## src/rtl/dmem_pkg.sv

```systemverilog
// Shared address map, STATUS bit layout and region decode for the data-side responder.
package dmem_pkg;

    localparam logic [31:0] ADDR_TIMER   = 32'h8000_0000;
    localparam logic [31:0] ADDR_TIMECMP = 32'h8000_0004;
    localparam logic [31:0] ADDR_STATUS  = 32'h8000_0008;
    localparam logic [31:0] ADDR_TOHOST  = 32'h8000_000C;
    localparam logic [3:0]  RAM_NIBBLE   = 4'h0;

    localparam int unsigned STAT_IRQ = 0;
    localparam int unsigned STAT_ERR = 1;

    typedef enum logic [2:0] {
        REG_RAM,
        REG_TIMER,
        REG_TIMECMP,
        REG_STATUS,
        REG_TOHOST,
        REG_NONE
    } region_t;

    // Decodes on the word-aligned address so misaligned reads land on the aligned word.
    function automatic region_t decodeRegion(logic [31:0] adr);
        logic [31:0] wordAdr;
        region_t     region;
        wordAdr = {adr[31:2], 2'b00};
        if (adr[31:28] == RAM_NIBBLE) begin
            region = REG_RAM;
        end else begin
            unique case (wordAdr)
                ADDR_TIMER:   region = REG_TIMER;
                ADDR_TIMECMP: region = REG_TIMECMP;
                ADDR_STATUS:  region = REG_STATUS;
                ADDR_TOHOST:  region = REG_TOHOST;
                default:      region = REG_NONE;
            endcase
        end
        return region;
    endfunction

endpackage

```

## src/rtl/mmio_timer.sv

```systemverilog
// Free-running 32-bit timer with a compare register and a sticky compare interrupt.
module mmio_timer (
    input  logic        clk,
    input  logic        reset,
    input  logic        timerWe,
    input  logic        timecmpWe,
    input  logic        irqClr,
    input  logic [31:0] wrData,
    output logic [31:0] counter,
    output logic [31:0] timecmp,
    output logic        irq
);

    logic [31:0] counterQ, counterD;
    logic [31:0] timecmpQ, timecmpD;
    logic        irqQ, irqD;

    always_comb begin
        counterD = timerWe ? wrData : counterQ + 32'd1;
        timecmpD = timecmpWe ? wrData : timecmpQ;
        // Compare uses pre-edge values; a pending set beats a same-cycle clear.
        if (counterQ == timecmpQ) begin
            irqD = 1'b1;
        end else if (irqClr) begin
            irqD = 1'b0;
        end else begin
            irqD = irqQ;
        end
    end

    always_ff @(posedge clk or posedge reset) begin
        if (reset) begin
            counterQ <= 32'd0;
            timecmpQ <= 32'hFFFF_FFFF;
            irqQ     <= 1'b0;
        end else begin
            counterQ <= counterD;
            timecmpQ <= timecmpD;
            irqQ     <= irqD;
        end
    end

    assign counter = counterQ;
    assign timecmp = timecmpQ;
    assign irq     = irqQ;

endmodule

```

## src/rtl/dmem_responder.sv

```systemverilog
// Data-port responder: word RAM plus timer, STATUS and tohost registers, combinational reads.
module dmem_responder
    import dmem_pkg::*;
#(
    parameter int unsigned RAM_WORDS = 64
) (
    input  logic        clk,
    input  logic        reset,
    input  logic        MemWrite,
    input  logic [31:0] DataAdr,
    input  logic [31:0] WriteData,
    output logic [31:0] ReadData,
    output logic        timer_irq,
    output logic        tohost_valid,
    output logic [31:0] tohost_data,
    output logic        bus_err
);

    localparam int unsigned AddrW = $clog2(RAM_WORDS);

    logic [31:0] ram [RAM_WORDS];

    region_t         region;
    logic            misaligned;
    logic            validWr;
    logic            ramWe, timerWe, timecmpWe, statusWe, tohostWe;
    logic            errSet, errClr, irqClr;
    logic [AddrW-1:0] ramIdx;
    logic [31:0]     counter, timecmp, statusWord;
    logic            irq;
    logic            errQ, errD;
    logic            tohostValidQ;
    logic [31:0]     tohostDataQ;

    assign region     = decodeRegion(DataAdr);
    assign misaligned = |DataAdr[1:0];
    assign ramIdx     = DataAdr[AddrW+1:2];

    // Misaligned writes are dropped in every region and only flag an error.
    assign validWr   = MemWrite && !misaligned;
    assign ramWe     = validWr && (region == REG_RAM);
    assign timerWe   = validWr && (region == REG_TIMER);
    assign timecmpWe = validWr && (region == REG_TIMECMP);
    assign statusWe  = validWr && (region == REG_STATUS);
    assign tohostWe  = validWr && (region == REG_TOHOST);
    assign errSet    = MemWrite && (misaligned || (region == REG_NONE));
    assign irqClr    = statusWe && WriteData[STAT_IRQ];
    assign errClr    = statusWe && WriteData[STAT_ERR];

    mmio_timer u_timer (
        .clk       (clk),
        .reset     (reset),
        .timerWe   (timerWe),
        .timecmpWe (timecmpWe),
        .irqClr    (irqClr),
        .wrData    (WriteData),
        .counter   (counter),
        .timecmp   (timecmp),
        .irq       (irq)
    );

    always_ff @(posedge clk) begin
        if (ramWe) begin
            ram[ramIdx] <= WriteData;
        end
    end

    always_comb begin
        errD = errQ;
        if (errSet) begin
            errD = 1'b1;
        end else if (errClr) begin
            errD = 1'b0;
        end
    end

    always_ff @(posedge clk or posedge reset) begin
        if (reset) begin
            errQ         <= 1'b0;
            tohostValidQ <= 1'b0;
            tohostDataQ  <= 32'd0;
        end else begin
            errQ <= errD;
            if (tohostWe) begin
                tohostValidQ <= 1'b1;
                tohostDataQ  <= WriteData;
            end
        end
    end

    always_comb begin
        statusWord           = 32'd0;
        statusWord[STAT_IRQ] = irq;
        statusWord[STAT_ERR] = errQ;
    end

    always_comb begin
        ReadData = 32'd0;
        unique case (region)
            REG_RAM:     ReadData = ram[ramIdx];
            REG_TIMER:   ReadData = counter;
            REG_TIMECMP: ReadData = timecmp;
            REG_STATUS:  ReadData = statusWord;
            REG_TOHOST:  ReadData = tohostDataQ;
            default:     ReadData = 32'd0;
        endcase
    end

    assign timer_irq    = irq;
    assign bus_err      = errQ;
    assign tohost_valid = tohostValidQ;
    assign tohost_data  = tohostDataQ;

endmodule

```

## config.mk

```make
export PLATFORM = sky130hd
export DESIGN_NAME = dmem_responder
export DESIGN_NICKNAME = d
export VERILOG_FILES = /design/src/rtl/dmem_pkg.sv /design/src/rtl/mmio_timer.sv /design/src/rtl/dmem_responder.sv
export SDC_FILE = /design/constraint.sdc
export NUM_CORES = 2
export LEC_CHECK = 0
export BUFFER_PORTS_ARGS = -buffer_cell sky130_fd_sc_hd__buf_2
export CAP_MARGIN = 5
export CORE_MARGIN = 3
export CORE_UTILIZATION = 49
export DETAILED_ROUTE_END_ITERATION = 10
export PLACE_DENSITY = 0.64
export SETUP_SLACK_MARGIN = 0.15
export SYNTH_ARGS = -nofsm -noshare
export SYNTH_HDL_FRONTEND = slang
export SYNTH_SLANG_ARGS = --single-unit
```

## constraint.sdc

```tcl
create_clock -name clk -period 4.55 [get_ports clk]
set_clock_uncertainty 0.05 [all_clocks]
set_input_delay 0.91 -clock clk [delete_from_list [all_inputs] [get_ports clk]]
set_output_delay 0.91 -clock clk [all_outputs]
set_load 0.05 [all_outputs]
```

## Yosys cells after proc, flatten, opt, wreduce, memory -nomap -nowiden

Memories as Yosys holds them, arrays and structs flattened.
Cells that the tools add are included.

- $add $sub $neg: 1
- Equality and inequality tests: 10
- Mux-type cells: 10
- Reduce and logical (&&, ||, !) cells: 16

Operators by type and width:

| operator | number |
|---|---|
| $pmux W32 S5 | 1 |
| $eq A30 B30 Y1 const B | 4 |
| $add A32 B1 Y32 const B | 1 |
| $eq A32 B32 Y1 | 1 |
| $mux W32 | 1 |
| $pmux W3 S4 | 1 |
| $logic_and A1 B1 Y1 | 9 |
| $eq A3 B2 Y1 const B | 2 |
| $eq A3 B3 Y1 const B | 2 |
| $mux W1 | 6 |
| $logic_not A4 Y1 | 1 |
| $reduce_bool A2 Y1 | 2 |
| $eq A3 B1 Y1 const B | 1 |
| $logic_not A3 Y1 | 1 |
| $mux W3 | 1 |
| $reduce_or A2 Y1 | 1 |
| $logic_not A1 Y1 | 1 |
| $logic_or A1 B1 Y1 | 1 |

- Register bits: 99
- RAM bits: 2048
- Output and inout port bits: 67
- Logic and storage cells: 44
- Memories: 1

Memory list:

| memory | words | bits a word | read ports | clocked after Yosys merged registers in | wr ports | RTL line | text |
|---|---|---|---|---|---|---|---|
| ram | 64 | 32 | 1 | 0 | 1 | dmem_responder.sv:21 | `logic [31:0] ram [RAM_WORDS];` |

## Logic depth before layout (Yosys ltp)

- Depth in word-level cells: 8
- Mapped depth: 11
- Mapped depth without buffers: 6

## Modules after synthesis

From an unflattened synthesis, not the netlist that was laid out.

- Cells, all modules: 4303
- Area, all modules: 84295.8 sq um

By module, submodules not included:

| module | times used | cells an instance | area each (sq um) | seq. area each (sq um) |
|---|---|---|---|---|
| dmem_responder | 1 | 3980 | 80865.1 | 62349.8 |
| mmio_timer | 1 | 323 | 3430.8 | 1666.6 |

## Least setup slack after synthesis

No wires, ideal clock.

- Kind: input-to-reg
- Start point: in DataAdr[2]
- End point: mem ram[7][0], enable pin
- Library setup time: 0.461 ns
- Arrival: 4.691 ns
- Slack: -0.652 ns
- Cell stages on the path: 8
- Path through: buf_4 > buf_2 > buf_4 > buf_4 > buf_2 > buf_2 > nand4_1 > nor3_1

- Cells in the longest elaborated chain, start to end: 7

RTL lines:

| what | RTL line | text |
|---|---|---|
| from (decl) | dmem_responder.sv:10 | `input logic [31:0] DataAdr,` |
| $eq A30 B30 Y1 | dmem_pkg.sv:30 | `unique case (wordAdr)` |
| $pmux W3 S4 | dmem_pkg.sv:30 |  |
| $mux W3 | dmem_pkg.sv:27 | `if (adr[31:28] == RAM_NIBBLE) begin` |
| $logic_not A3 Y1 | dmem_responder.sv:41 | `assign ramWe = validWr && (region == REG_RAM);` |
| $logic_and A1 B1 Y1 | dmem_responder.sv:41 |  |
| $mux W1 | dmem_responder.sv:63 | `if (ramWe) begin` |
| $mux W1 (not written as such) | dmem_responder.sv:64 | `ram[ramIdx] <= WriteData;` |
| to (decl) | dmem_responder.sv:21 |  |

Parallel ways exist; a longest one is shown, timed or not.

## Worst setup path after layout

- Start point: in DataAdr[29]
- End point: out ReadData[31]

- Cells in the longest elaborated chain, start to end: 5

RTL lines:

| what | RTL line | text |
|---|---|---|
| $eq A30 B30 Y1 | dmem_pkg.sv:30 |  |
| $pmux W3 S4 | dmem_pkg.sv:30 |  |
| $mux W3 * | dmem_pkg.sv:27 |  |
| $eq A3 B3 Y1, or another cell as far along | dmem_responder.sv:99 | `unique case (region)` |
| $pmux W32 S5 * | dmem_responder.sv:99 |  |
| to (decl) | dmem_responder.sv:12 | `output logic [31:0] ReadData,` |

Every way passes the cells marked *; elsewhere a longest branch is shown, timed or not.

==> impl_results.md <==
- Count leader, synth: edfxtp_1
- Die width: 419 um
- Per-cell routed wire length: 33.8 um
- Syn-to-layout area delta: 18.4%
- Cell taking the most area after synthesis: edfxtp_1
- Vias in the first global route: 43441
- Grt ovf: 0
- Slew headroom: between 10% and 20%
- Slowest-stage cell, CP: or4_2
- Synth Area per Inst: 20.8 um^2
- Placed cells: 6581
- Die H: roughly 420 um
- 1st-pass router iterations: 5
- Cell Count, Final, Fillers Out: ~7000
- Worst-path cell chain: buf_2 -> or4_2 -> buf_12 -> a21oi_1 -> nand3_1 -> buf_12 -> o32ai_2 -> buf_4 -> buf_12
- Initial core utilization: ~49%
- CP endpoint kind: primary output
- Full die area: 176000 um^2
- Layout Utilization: about 58%
- Final period util: 98.1%
- Synth Register Bits: ~2100
- Via-to-Cell Ratio: roughly 6.3
- Hold_buf cts: 0
- Setup violators final: 0
- Commonest cells post-synth: 2048 x edfxtp_1, 458 x mux4_2, 220 x mux2i_1
- CP Launch Type: primary input
- Placeable Area: 169000 um^2
- GPL Wtd Cong: just under 0.9
- Final ANT Viol Nets: 0
- Buf+Inv Stages, Crit Path: 5
- CP most frequent cell: buf_12
- First-pass GRT wire length: approximately 330 mm
- PortBufs: 133
- Peak fanout along the critical path: 31
- DRT Wirelength: ~240 mm
- Total number of vias: ~44000
- Worst slew pin tran: ~1300 ps
- Mapped Cells: roughly 4000
- Largest net degree at the start of global routing: between 60 and 70
- Post-Syn Nets: roughly 4100
- Number of synthesized flops with an enable pin: between 2000 and 2500
- Status: complete, no violations
- CTS H-tree depth: 4
- Synth area leaders: edfxtp_1 74%, mux4_2 12%, mux2i_1 2.6%
- MaxCap Viol Count: 0
- Clock transition at the registers of the reported paths: about 60 ps
- Fin. max-slew vios: 0
- Worst Path Required: between 3000 and 4000 ps
- Pwr/cell area: 413 nW/um^2
- Final Hold Vio Count: 0
- Synth cell types: between 50 and 60
- Share of the synthesized area in the top cell type: between 70 and 80%
- Root Driver: clkbuf_16
- Clock Sinks: about 2100
- Synthesized cell area: roughly 84000 um^2
- Setup CP Type: primary input to primary output
- Clk Latency, worst-skew pair: 840 ps
- Final #Nets: 4648
- Final min period: 4460 ps
- Layout cell share with drive strength beyond 1: 33.1%
- RSZ-0062 raised after global routing: no
- Inserted Clock Buffers: about 210
- Leakage: around 32 nW
- I/O pins: 134
- CTS tree: done
- Fillcell total: 12102
- Fmax: ~220 MHz
- Residual DRC: 0
- Dominant synthesized flop cell: edfxtp_1
- Sequential area share after synthesis: about 77%
- All-layer global routing usage: a little over a quarter
- Worst Path Arrival: 3500 ps
- Row count: 151
- Antenna violations before repair: 18
- Ys Warns: 0
- Worst vdd ir: approximately 0.30 mV
- Asr flop ratio synth: approximately 4.6%
- Slowest stage delay, CP: just over 700 ps
- DPL Wire Length: ~150 mm
- Detailed Route Iter0 Violations: around 6600
- CTS max path bufs: 3
- HP Class: primary input to asynchronous set/reset pin
- Delay-heaviest family, CP: simple AND/OR/NAND/NOR gates
area by class of cell:
cell class	instances	area (um^2)	area share, %
Antenna cell	7	17.5	0.0177
Clock buffer	265	5530	5.59
Clock inverter	122	1180	1.19
Inverter	12	47.5	0.0480
Multi-Input combinational cell	1624	19500	19.6
Sequential cell	2147	64000	64.7
Tap cell	2218	2780	2.80
Timing Repair Buffer	586	5990	6.05
sequential cells by signal, indices dropped and copies added (netlist names):
signal / flops
ram: 2048
tohost_valid: 1
bus_err: 1
tohost_data: 32
u_timer.timecmp: 32
u_timer.counter: 32
u_timer.irq: 1
metal layers:
layer	GRT usage, %	part of all wire (%)	up-vias
met5	0	0.0051	-
met4	8.37	3.3	2
met3	5.41	10	311
met2	40.4	46	2419
met1	40.3	41	23645
li1	-	-	17932
stage by stage:
step           setup TNS, ps  power, mW  setup WS (ps)  area (um^2)  hold slack [ps]
3_3_place_gp           -1180       24.2           -431        92100              467
2_1_floorplan         -83140       23.0           -652        83900              488
4_1_cts                    0       41.0           94.5        98900              142
3_5_place_dp           -1110       24.2           -460        92100              479
5_1_grt                    0       42.0            154        99000              190
6_report                   0       40.8           88.5        99000              161
where the power goes:
| group | switching [mW] | leakage, nW | total [mW] | internal [mW] |
|---|---|---|---|---|
| clock network | 7.31 | 3.30 | 17.0 | 9.73 |
| registers | 0.000798 | 19.6 | 21.6 | 21.6 |
| logic | 1.35 | 9.42 | 2.17 | 0.816 |
what timing repair did:
action	4_1_cts	5_1_grt
resized for setup	25	7
pin swaps	1	0
setup endpoints to repair	29	21
cloned	1	1
buffers inserted	1	3
endpoints found under the hold margin	0	0
layout by cell type (no fill, tap or decap), drive strengths merged, types with 27 or more instances in the layout:
cell and n:
clkinv 93, a2111oi 27, nor2 62, dfstp 32, clkbuf 266, a22oi 51
mux2i 220, nor3 36, nand2 176, dfrtp 67, buf 584, a21oi 113
a22o 30, o22ai 27, o221ai 32, edfxtp 2048, mux4 458, mux2 67
a211oi 28, xnor2 58, nand3 58, o21ai 36
path summary, 6_finish.rpt:
kind,start,end,depth (start not counted),slack (ps)
max,DataAdr[29],ReadData[31],9,90
min,reset,bus_err,2,160
max reg2reg,u_timer.counter[0],u_timer.counter[30],6,1890
min reg2reg,tohost_data[1],tohost_data[1],1,490
max in group asynchronous,reset,u_timer.timecmp[13],3,3370
min in group clk,MemWrite,bus_err,2,270
logic make-up after synthesis:
group / count (synthesis) / synth area share (%)
adders and majority gates: 1 / 0.0150
buffers and inverters: 253 / 1.32
AOI/OAI and AO/OA: 390 / 3.20
xor gates and xnor gates: 61 / 0.639
DFF: 2147 / 76.5
muxes: 745 / 15.9
and+or+nand+nor: 427 / 2.42
Note: power is estimated with default switching activity, not from simulation.
